`config.mk`:
```
export PLATFORM = sky130hd
export DESIGN_NAME = calc_sequencer
export DESIGN_NICKNAME = d
export VERILOG_FILES = /design/src/rtl/calc_pkg.sv /design/src/rtl/alu_2bit.sv /design/src/rtl/calc_sequencer.sv
export SDC_FILE = /design/constraint.sdc
export NUM_CORES = 1
export LEC_CHECK = 0
export ABC_AREA = 1
export CORE_MARGIN = 10
export CORE_UTILIZATION = 50
export DETAILED_ROUTE_END_ITERATION = 10
export PLACE_DENSITY_LB_ADDON = 0.2
export SLEW_MARGIN = 5
export SYNTH_ARGS = -nofsm -noshare
export SYNTH_HDL_FRONTEND = slang
export SYNTH_SLANG_ARGS = --single-unit
```
`constraint.sdc`:
```
create_clock -name clk -period 1.61 [get_ports clk]
set_input_delay 0.161 -clock clk [delete_from_list [all_inputs] [get_ports clk]]
set_output_delay 0.161 -clock clk [all_outputs]
set_load 0.01 [all_outputs]
```
`src/rtl/calc_pkg.sv`:
```
// Shared encodings for the 2-bit calculator key sequencer and its ALU.
package calc_pkg;

  localparam int unsigned KEY_W   = 2;
  localparam int unsigned OPND_W  = 2;
  localparam int unsigned RES_W   = 4;
  localparam int unsigned STATE_W = 3;

  localparam logic [KEY_W-1:0] KEY_DIGIT = 2'b00;
  localparam logic [KEY_W-1:0] KEY_OP    = 2'b01;
  localparam logic [KEY_W-1:0] KEY_EQ    = 2'b10;
  localparam logic [KEY_W-1:0] KEY_CLR   = 2'b11;

  localparam logic [OPND_W-1:0] OP_ADD  = 2'b00;
  localparam logic [OPND_W-1:0] OP_SUB  = 2'b01;
  localparam logic [OPND_W-1:0] OP_MUL  = 2'b10;
  localparam logic [OPND_W-1:0] OP_RSVD = 2'b11;

  localparam logic [STATE_W-1:0] ST_A    = 3'd0;
  localparam logic [STATE_W-1:0] ST_OP   = 3'd1;
  localparam logic [STATE_W-1:0] ST_B    = 3'd2;
  localparam logic [STATE_W-1:0] ST_EQ   = 3'd3;
  localparam logic [STATE_W-1:0] ST_EXEC = 3'd4;
  localparam logic [STATE_W-1:0] ST_DONE = 3'd5;

  typedef enum logic [STATE_W-1:0] {
    S_A    = ST_A,
    S_OP   = ST_OP,
    S_B    = ST_B,
    S_EQ   = ST_EQ,
    S_EXEC = ST_EXEC,
    S_DONE = ST_DONE
  } state_e;

endpackage

```
`src/rtl/alu_2bit.sv`:
```
// Combinational 2-bit ALU: add, sign-extended subtract, multiply with a status bit.
module alu_2bit
  import calc_pkg::*;
(
  input  logic [OPND_W-1:0] a_i,
  input  logic [OPND_W-1:0] b_i,
  input  logic [OPND_W-1:0] op_i,
  output logic [RES_W-1:0]  result_o,
  output logic              status_o
);

  logic [RES_W:0]   sum;
  logic [RES_W-1:0] a_ext;
  logic [RES_W-1:0] b_ext;

  assign a_ext = RES_W'(a_i);
  assign b_ext = RES_W'(b_i);
  assign sum   = (RES_W+1)'(a_ext) + (RES_W+1)'(b_ext);

  always_comb begin
    result_o = '0;
    status_o = 1'b0;
    case (op_i)
      OP_ADD: begin
        result_o = sum[RES_W-1:0];
        status_o = sum[RES_W];
      end
      // Two's-complement wrap of the 4-bit difference gives the sign extension.
      OP_SUB: begin
        result_o = a_ext - b_ext;
        status_o = (b_i > a_i);
      end
      OP_MUL: begin
        result_o = a_ext * b_ext;
        status_o = result_o[RES_W-1];
      end
      default: begin
        result_o = '0;
        status_o = 1'b0;
      end
    endcase
  end

endmodule

```
`src/rtl/calc_sequencer.sv`:
```
// Key-entry sequencer: assembles A, op, B from key events and runs one ALU op on equals.
module calc_sequencer
  import calc_pkg::*;
(
  input  logic              clk,
  input  logic              rst,
  input  logic              key_valid,
  output logic              key_ready,
  input  logic [KEY_W-1:0]  key_kind,
  input  logic [KEY_W-1:0]  key_val,
  output logic [OPND_W-1:0] opnd_a,
  output logic [OPND_W-1:0] opnd_b,
  output logic [OPND_W-1:0] opnd_op,
  output logic [RES_W-1:0]  result,
  output logic              status,
  output logic              result_valid,
  output logic              err
);

  state_e            state_q;
  logic [OPND_W-1:0] a_q;
  logic [OPND_W-1:0] b_q;
  logic [OPND_W-1:0] op_q;
  logic [RES_W-1:0]  result_q;
  logic              status_q;
  logic              valid_q;
  logic              err_q;
  logic [RES_W-1:0]  alu_result;
  logic              alu_status;
  logic              key_acc;

  alu_2bit u_alu (
    .a_i      (a_q),
    .b_i      (b_q),
    .op_i     (op_q),
    .result_o (alu_result),
    .status_o (alu_status)
  );

  assign key_ready = (state_q != S_EXEC);
  assign key_acc   = key_valid && key_ready;

  always_ff @(posedge clk or posedge rst) begin
    if (rst) begin
      state_q  <= S_A;
      a_q      <= '0;
      b_q      <= '0;
      op_q     <= '0;
      result_q <= '0;
      status_q <= 1'b0;
      valid_q  <= 1'b0;
      err_q    <= 1'b0;
    end else if (state_q == S_EXEC) begin
      result_q <= alu_result;
      status_q <= alu_status;
      valid_q  <= 1'b1;
      state_q  <= S_DONE;
    end else if (key_acc) begin
      if (key_kind == KEY_CLR) begin
        state_q  <= S_A;
        a_q      <= '0;
        b_q      <= '0;
        op_q     <= '0;
        result_q <= '0;
        status_q <= 1'b0;
        valid_q  <= 1'b0;
        err_q    <= 1'b0;
      end else begin
        case (state_q)
          S_A: begin
            if (key_kind == KEY_DIGIT) begin
              a_q     <= key_val;
              state_q <= S_OP;
            end else begin
              err_q <= 1'b1;
            end
          end
          S_OP, S_B: begin
            if (key_kind == KEY_DIGIT) begin
              if (state_q == S_OP) begin
                a_q <= key_val;
              end else begin
                b_q     <= key_val;
                state_q <= S_EQ;
              end
            end else if (key_kind == KEY_OP && key_val != OP_RSVD) begin
              op_q    <= key_val;
              state_q <= S_B;
            end else begin
              err_q <= 1'b1;
            end
          end
          S_EQ: begin
            if (key_kind == KEY_DIGIT) begin
              b_q <= key_val;
            end else if (key_kind == KEY_EQ) begin
              state_q <= S_EXEC;
            end else begin
              err_q <= 1'b1;
            end
          end
          // A new digit starts the next calculation; B and op carry over.
          S_DONE: begin
            if (key_kind == KEY_DIGIT) begin
              a_q      <= key_val;
              result_q <= '0;
              status_q <= 1'b0;
              valid_q  <= 1'b0;
              state_q  <= S_OP;
            end else if (key_kind == KEY_EQ) begin
              state_q <= S_EXEC;
            end else begin
              err_q <= 1'b1;
            end
          end
          default: state_q <= S_A;
        endcase
      end
    end
  end

  assign opnd_a       = a_q;
  assign opnd_b       = b_q;
  assign opnd_op      = op_q;
  assign result       = result_q;
  assign status       = status_q;
  assign result_valid = valid_q;
  assign err          = err_q;

endmodule

```
* Word level (Yosys, flattened, before mapping)
Cells that the tools add are included.
Widths: inputs -> output; s select.
** Word-level totals
- Bits in registers :: 16
- Bits of input ports :: 7
- Word-level logic and storage cells :: 106
- Output and inout bits :: 14
** Operators by class
- Multiplexer cells :: 44
- Reductions and logical operators :: 22
- Magnitude comparators :: 1
- Bitwise gates (word level) :: 1
- Eq/ne operators :: 27
- Multipliers :: 1
- Add/sub/neg operators :: 2
** Operators by type and width (count)
- $mux 3 :: 10
- $ne 3x3->1 const B :: 10
- $mux 2 :: 11
- $mux 4 :: 5
- $mux 1 :: 12
- $pmux 3 s4 :: 1
- $pmux 4 s3 :: 1
- $reduce_and 6->1 :: 2
- $reduce_bool 3->1 :: 4
- $ne 5x5->1 const B :: 2
- $reduce_and 5->1 :: 2
- $ne 4x4->1 const B :: 2
- $pmux 2 s2 :: 2
- $reduce_and 8->1 :: 1
- $eq 2x2->1 const B :: 3
- $eq 3x2->1 const B :: 2
- $eq 3x3->1 const B :: 2
- $pmux 1 s3 :: 2
- $reduce_bool 2->1 :: 3
- $reduce_or 2->1 :: 3
- $eq 2x1->1 const B :: 2
- $logic_not 2->1 :: 2
- $mul 2x2->4 :: 1
- $ne 2x2->1 const B :: 2
- 10 further kinds :: 11

* Logic depth before layout (Yosys ltp)
Gate-level depths: netlist (run 1).
- Depth in word-level cells :: 8
- Depth in mapped cells :: 11
- Gate-level depth less buffers :: 10

* Modules after synthesis
Synthesis (run 1) repeated with hierarchy kept, for this count alone.
** Unflattened totals
- Cell total of the unflattened synthesis :: 185
- Area, all modules :: 1320.0 um^2
** By module, submodules not included
- calc_sequencer :: area an instance 1046.0 um^2, cells each 145, times used 1, seq. area each 400.4 um^2
- alu_2bit :: area an instance 274.0 um^2, cells each 40, times used 1, seq. area each 0.0 um^2

* Least setup slack after synthesis (run 1)
OpenSTA, ideal clock, no wires.
- Path kind :: flip-flop to flip-flop
- Start point :: reg a_q[0] (netlist: opnd_a[0])
- End point :: reg result_q[1] (netlist: result[1])
- Data required time :: 1.536 ns
- Library setup time :: 0.074 ns
- Slack :: 0.082 ns
- Cell stages (with the launch flop) :: 8
- Data arrival time :: 1.453 ns
- Path through :: dfrtp_1 > inv_1 > ha_1 > inv_1 > fa_1 > nand2_1 > a31o_2 > o21ai_2
** On the way
- Longest elaborated chain between the ends :: 3
** RTL lines
- start: declaration :: RTL line calc_sequencer.sv:21 : logic [OPND_W-1:0] a_q;
- start signal: assignment :: RTL line calc_sequencer.sv:72 : a_q <= key_val;
- start signal: assignment :: RTL line calc_sequencer.sv:81 : a_q <= key_val;
- start signal: assignment :: RTL line calc_sequencer.sv:105 : a_q <= key_val;
- $mul 2x2->4 (tied with other cells) :: RTL line alu_2bit.sv:34 : result_o = a_ext * b_ext;
- $pmux 4 s3 (*) :: RTL line alu_2bit.sv:23 : case (op_i)
- $mux 4 (*) :: RTL line calc_sequencer.sv:53 : end else if (state_q == S_EXEC) begin
- end signal: assignment :: RTL line calc_sequencer.sv:54 : result_q <= alu_result;
- end: declaration :: RTL line calc_sequencer.sv:24 : logic [RES_W-1:0] result_q;
Every way passes the cells marked *; elsewhere a longest branch is shown, timed or not.
A chain may end at the register's enable or synchronous reset.

* Final worst setup path (run 1)
Ends and elaborated chain as after synthesis.

==> metrics.cfg, run 1 <==
[global_routing]
grt_pass1_wl_um = 5480
grt_pass1_vias = 1205
grt_start_max_net_pins = 17
grtUsageTotal = 0.133
grt_overflow = 0
antenna_found_initial = 0

[floorplan]
rows = 18
fp.dieH_um = 70.0
pin_count = 21
design.die.area_um2 = 4890
die_w_um = 70.0
initial_utilization = 0.513
coreArea_um2 = 2430

[route]
totalWireLength_um = 3060
wl_per_cell_um = 13.2
viasPerCell = 5.06
drt_iter0_drc = 54
drc = 0
dr.pass1.iters = 4
final_antenna_net_count = 0
vias = 1168

[worst_setup_path]
critPathKind = flip-flop to flip-flop
cpMaxStageDelayCell = fa_1
path_cells = inv_1 > ha_1 > inv_2 > fa_1 > nand2_1 > a31o_2 > o21ai_2
cp.required_ps = 1830
crit_buf_inv = 2
crit_path_start_kind = flip-flop
arrival_ps = 1810
crit_family = adder cells
path_max_fanout = 4
cpPeakStageDelay_ps = 510
critPathCaptureType = flip-flop

[cts]
numClockSinks = 16
cts_buffer_depth = 2
clkLatencyLatePin_ps = 290
clkSlewWorstSetupHoldPaths_ps = 100
cts-root-buf = clkbuf_4
htree_num_levels = 1
numCtsBuffers = 3
cts_tree = yes

[timing]
slew_headroom = 0.847
fin_crit_sh = 0.985
worst_pin_slew_ps = 228
holdWs_ps = 171
fin_skew_ps = 3.22
drv_slew = 0
setup_viol = 0
hold_viol_final = 0
fmax_mhz = 631
tns_ps = 0
rsz0062_at_grt = true
fin_crit_ps = 1590

[layout]
fin_nets = 224
syn_to_final_growth_pct = 25.2
drive_above_1_share = 0.134
antenna_cells = 0
nFillCells = 248

[logic_synthesis]
synth_compound_area_frac = 0.139
synth_area_um2 = 1250
ys_seq_elements = 16
netlist_instances = 172
ys.warnings.count = 0
yosysSeqAreaShare = 0.321
synthTopCellsByCount = 53 x nand2_1, 29 x inv_1, 16 x dfrtp_1
async_flop_share = 1.00
synth_most_common_cell = nand2_1
synth_fa_ha_area_frac = 0.162
ys_top_cells_by_area = dfrtp_1 32%, nand2_1 16%, ha_1 13%
synthFlopType = dfrtp_1
synth_area_leader_cell = dfrtp_1
synthMuxAreaShare = 0
synth_edf_count = 0
yosys.area.top_type_share = 0.321
synth_top_family_by_area = simple AND/OR/NAND/NOR gates
synth_simple_gate_area_frac = 0.269
syn-num-nets = 194
synth_area_per_cell_um2 = 7.25
synth_xor_area_frac = 0
ys_types = 27

[place]
dp_hpwl_um = 2540
port_buffers = 20
gp_congestion = 0.864

[pwr]
p_leak_nw = 0.834
peakVddDrop_v = 0.00100
power_density_nw_per_um2 = 1610

[run]
maxCapViolations = 0

[status]
status = complete, no violations

[hold_path]
hp-class = input pin to asynchronous set/reset pin

[path summary, 6_finish.rpt]
check / startpoint / endpoint / slack (ps) / cells after the start
worst max-delay path: opnd_a[0] / result[1] / 20 / 7
worst min-delay path: rst / result[2] / 170 / 3
worst max register to register: opnd_a[0] / result[1] / 20 / 7
min in group clk: key_val[0] / opnd_b[0] / 490 / 3
max in group asynchronous: rst / opnd_a[1] / 1240 / 3
worst min register to register: err / err / 530 / 2
[power breakdown]
| group | switching [mW] | internal, mW | total (mW) |
|---|---|---|---|
| sequential | 0.228 | 0.567 | 0.796 |
| combinational | 0.812 | 0.639 | 1.45 |
| clock | 0.134 | 0.138 | 0.272 |
[worst register-to-register path, stage by stage (launching register included)]
cell and delay, ps:
dfrtp_1 420, inv_1 70, ha_1 150, inv_2 40
fa_1 510, nand2_1 60, a31o_2 210, o21ai_2 50
[sequential cells by signal, summed over array words and instances, names as in the netlist]
signal / count
opnd_op: 2
opnd_a: 2
status: 1
state_q: 3
opnd_b: 2
result: 4
result_valid: 1
err: 1
[layout make-up]
type / count / area [um2] / area share
multi-input cells: 123 / 714 / 0.458
flip-flops and latches: 16 / 405 / 0.260
inverters: 31 / 116 / 0.0745
well taps: 30 / 37.5 / 0.0240
repair buffers: 27 / 251 / 0.161
clock buffers: 4 / 36.3 / 0.0232
[cell families (layout without fill, tap and decap cells)]
logic type | count (synthesis) | in the layout
simple gates | 78 | 78
buf+inv | 33 | 62
compound gates | 30 | 30
flops | 16 | 16
fa+ha+maj | 15 | 15
[cell usage in the layout, fill, tap and decap left out, drive strengths merged, types with 2 or more instances in the layout]
master         Yosys  layout
a21oi              8       8
buf                2       7
clkbuf             0       4
clkdlybuf4s50      0      19
dfrtp             16      16
fa                 2       2
ha                13      13
inv               30      30
nand2             56      56
nand3              2       2
nand3b             2       2
nor2              14      14
nor3               2       2
o21a               2       2
o21ai             14      14
o22ai              4       4
[routing by layer]
layer	track usage	vias up	share of wire
met5	0	-	0
met4	0.0592	0	0.023
met3	0.0240	7	0.036
met2	0.247	22	0.53
met1	0.142	536	0.41
li1	-	603	-
[stage by stage]
step,total power [mW],utilization,setup slack (ps),cell area (um2),instances
after CTS,2.52,0.640,11.9,1560,231
after global placement,2.18,0.621,-80.3,1510,226
after global routing,2.79,0.642,-30.6,1560,231
final,2.52,0.642,24.5,1560,231
after floorplan,1.70,-,82.5,1250,172
after detailed placement,2.22,0.621,-112,1510,226
[what timing repair did]
action / CTS / global route
setup buffers: 1 / 0
gates resized for setup: 4 / 4
setup endpoints to repair: 2 / 4
hold buffers: 0 / 0
pin swaps: 0 / 5
(Power assumes the default switching activity.)
==> run 2: changes to the inputs <==
--- a/config.mk
+++ b/config.mk
@@ -9,7 +9,8 @@
 export CORE_MARGIN = 10
 export CORE_UTILIZATION = 50
 export DETAILED_ROUTE_END_ITERATION = 10
-export PLACE_DENSITY_LB_ADDON = 0.2
+export PLACE_DENSITY = 0.82
+export SKIP_LAST_GASP = 1
 export SLEW_MARGIN = 5
 export SYNTH_ARGS = -nofsm -noshare
 export SYNTH_HDL_FRONTEND = slang
==> run 2 against run 1 <==
Largest cell class unchanged. Combinational power about the same. Largest power group unchanged. Critical path depth unchanged. Via count increased by 2.9%. Critical endpoint is now status.
==> metrics.cfg, run 2 (synthesized netlist as in run 1, its figures left out) <==
[worst_setup_path]
cp_common_cell = inv_1
r2r_setup_slack_ps = 20  ; about the same
r2r_start = opnd_a[0]  ; unchanged
cp.required_ps = 1810  ; was 1830 ps
timing.rr.end = status  ; was result[1]
path_max_fanout = 4  ; unchanged
arrival_ps = 1790  ; was 1810 ps
critPathLaunch = opnd_a[0]  ; unchanged
cpMaxStageDelayCell = dfrtp_1  ; was fa_1
path_cells = inv_1 > ha_1 > inv_1 > fa_1 > nor2_1 > a21oi_1 > o22ai_1  ; was inv_1 > ha_1 > inv_2 > fa_1 > nand2_1 > a31o_2 > o21ai_2
crit_family = adder cells  ; unchanged
crit_buf_inv = 2  ; unchanged
critPathCaptureType = flip-flop  ; unchanged
r2r_cells = 7  ; unchanged
crit_path_start_kind = flip-flop  ; unchanged
cpPeakStageDelay_ps = 420  ; was 510 ps
critPathKind = flip-flop to flip-flop  ; unchanged

[layout]
largest_reg_flops = 4  ; unchanged
fin_nets = 225  ; was 224
mostFrequentLayoutCells = 53 x nand2_1, 29 x inv_1, 19 x clkdlybuf4s50_1  ; was 53 x nand2_1, 28 x inv_1, 19 x clkdlybuf4s50_1
syn_to_final_growth_pct = 25.8  ; was 25.2%
antenna_cells = 0  ; unchanged
fin_cells = 232  ; was 231
mostFrequentLayoutCell = nand2_1  ; unchanged
drive_above_1_share = 0.134  ; about the same

[global_routing]
grt_overflow = 0  ; unchanged
antenna_found_initial = 0  ; unchanged
grt_start_max_net_pins = 17  ; unchanged
grt_pass1_wl_um = 5020  ; was 5480 um
grtUsageTotal = 0.120  ; was 0.133
grt_pass1_vias = 1190  ; was 1205

[timing]
fin_skew_ps = 3.57  ; was 3.22 ps
fmax_mhz = 629  ; was 631 MHz
slew_headroom = 0.603  ; was 0.847
rsz0062_at_grt = true  ; unchanged
setup_viol = 0  ; unchanged
hold_viol_final = 0  ; unchanged
fin_crit_ps = 1590  ; about the same
worst_pin_slew_ps = 595  ; was 228 ps
drv_slew = 0  ; unchanged
fin_crit_sh = 0.987  ; was 0.985
holdWs_ps = 231  ; was 171 ps

[cts]
cts_tree = yes  ; unchanged
clkLatencyLatePin_ps = 280  ; was 290 ps
numClockSinks = 16  ; unchanged
numCtsBuffers = 3  ; unchanged
cts_buffer_depth = 2  ; unchanged
clkSlewWorstSetupHoldPaths_ps = 90  ; was 100 ps
hold_buffers = 0  ; unchanged
htree_num_levels = 1  ; unchanged
cts-root-buf = clkbuf_4  ; unchanged

[pwr]
p_leak_nw = 0.839  ; was 0.834 nW
peakVddDrop_v = 0.000908  ; was 0.00100 V
power_density_nw_per_um2 = 1590  ; was 1610 nW/um2

[floorplan]
rows = 18  ; unchanged
fp.dieH_um = 70.0  ; unchanged
coreArea_um2 = 2430  ; unchanged
pin_count = 21  ; unchanged
design.die.area_um2 = 4890  ; unchanged
initial_utilization = 0.513  ; unchanged
die_w_um = 70.0  ; unchanged

[route]
totalWireLength_um = 2910  ; was 3060 um
viasPerCell = 5.18  ; was 5.06
wl_per_cell_um = 12.5  ; was 13.2 um
dr.pass1.iters = 4  ; unchanged
drc = 0  ; unchanged
vias = 1202  ; was 1168
drt_iter0_drc = 73  ; was 54
final_antenna_net_count = 0  ; unchanged

[run]
maxCapViolations = 0  ; unchanged

[place]
dp_hpwl_um = 2490  ; was 2540 um
gp_congestion = 0.876  ; was 0.864
dp.cells = 226  ; unchanged
port_buffers = 20  ; unchanged

[hold_path]
hp-class = input pin to asynchronous set/reset pin  ; unchanged

[status]
status = complete, no violations  ; unchanged

## run 2: changes by cell type in the layout (fill, tap and decap cells not counted), sizes merged
cell  change
buf       +1
## run 2: stage by stage
stage | power, mW | setup WS [ps] | setup TNS, ps | utilization | cell area (um2)
final | 2.50 | 21.4 | 0 | 0.645 | 1570
after global routing | 2.74 | -33.6 | -66.0 | 0.645 | 1570
after CTS | 2.49 | 2.16 | 0 | 0.640 | 1560
after detailed placement | 2.20 | -147 | -952 | 0.621 | 1510
after global placement | 2.14 | -61.8 | -162 | 0.621 | 1510
after floorplan | 1.70 | 82.5 | 0 | - | 1250
## run 2: per-layer routing
metal | GRT usage | wire length (um) | vias to the layer above
met3 | 0.0226 | 164 | 8
met1 | 0.119 | 1110 | 553
met4 | 0.0680 | 91 | 0
met5 | 0 | 0 | -
li1 | - | - | 602
met2 | 0.227 | 1540 | 39
## run 2: power breakdown
group	internal, mW	switching, mW	leakage (nW)	total [mW]
clock network	0.138	0.124	0.0210	0.262
logic	0.647	0.816	0.616	1.46
registers	0.567	0.205	0.202	0.772
## run 2: how the worst max path moves through the flow
stage / cells past startpoint / slack, ps / end
5_1_grt: 7 / -30 / status
2_1_floorplan: 7 / 80 / result[1]
3_3_place_gp: 11 / -60 / state_q[0]
6_report: 7 / 20 / status
3_5_place_dp: 11 / -150 / state_q[0]
4_1_cts: 7 / 2 / result[1]
## run 2: worst reg2reg max path, cell delays in order, from the launching register on
cell and delay (ps):
dfrtp_1 420, inv_1 70, ha_1 130, inv_1 50
fa_1 390, nor2_1 160, a21oi_1 100, o22ai_1 190
## run 2: timing repair
action | CTS | global route
gates resized for setup | 3 | 3
endpoints found under the setup margin | 1 | 9
pin swaps | 0 | 0
buffers inserted | 1 | 1
## run 2: cell type report
cell class	count	area, um2
Tap cell	30	37.5
Inverter	31	116
Sequential cell	16	405
Timing Repair Buffer	28	259
Multi-Input combinational cell	123	714
Fill cell	223	863
Clock buffer	4	36.3
==> run 3: changes to the inputs <==
--- a/config.mk
+++ b/config.mk
@@ -15,3 +15,4 @@
 export SYNTH_ARGS = -nofsm -noshare
 export SYNTH_HDL_FRONTEND = slang
 export SYNTH_SLANG_ARGS = --single-unit
+export TNS_END_PERCENT = 50
==> results of run 3 <==
Final layout, timing and power as in run 2 (identical DEF).
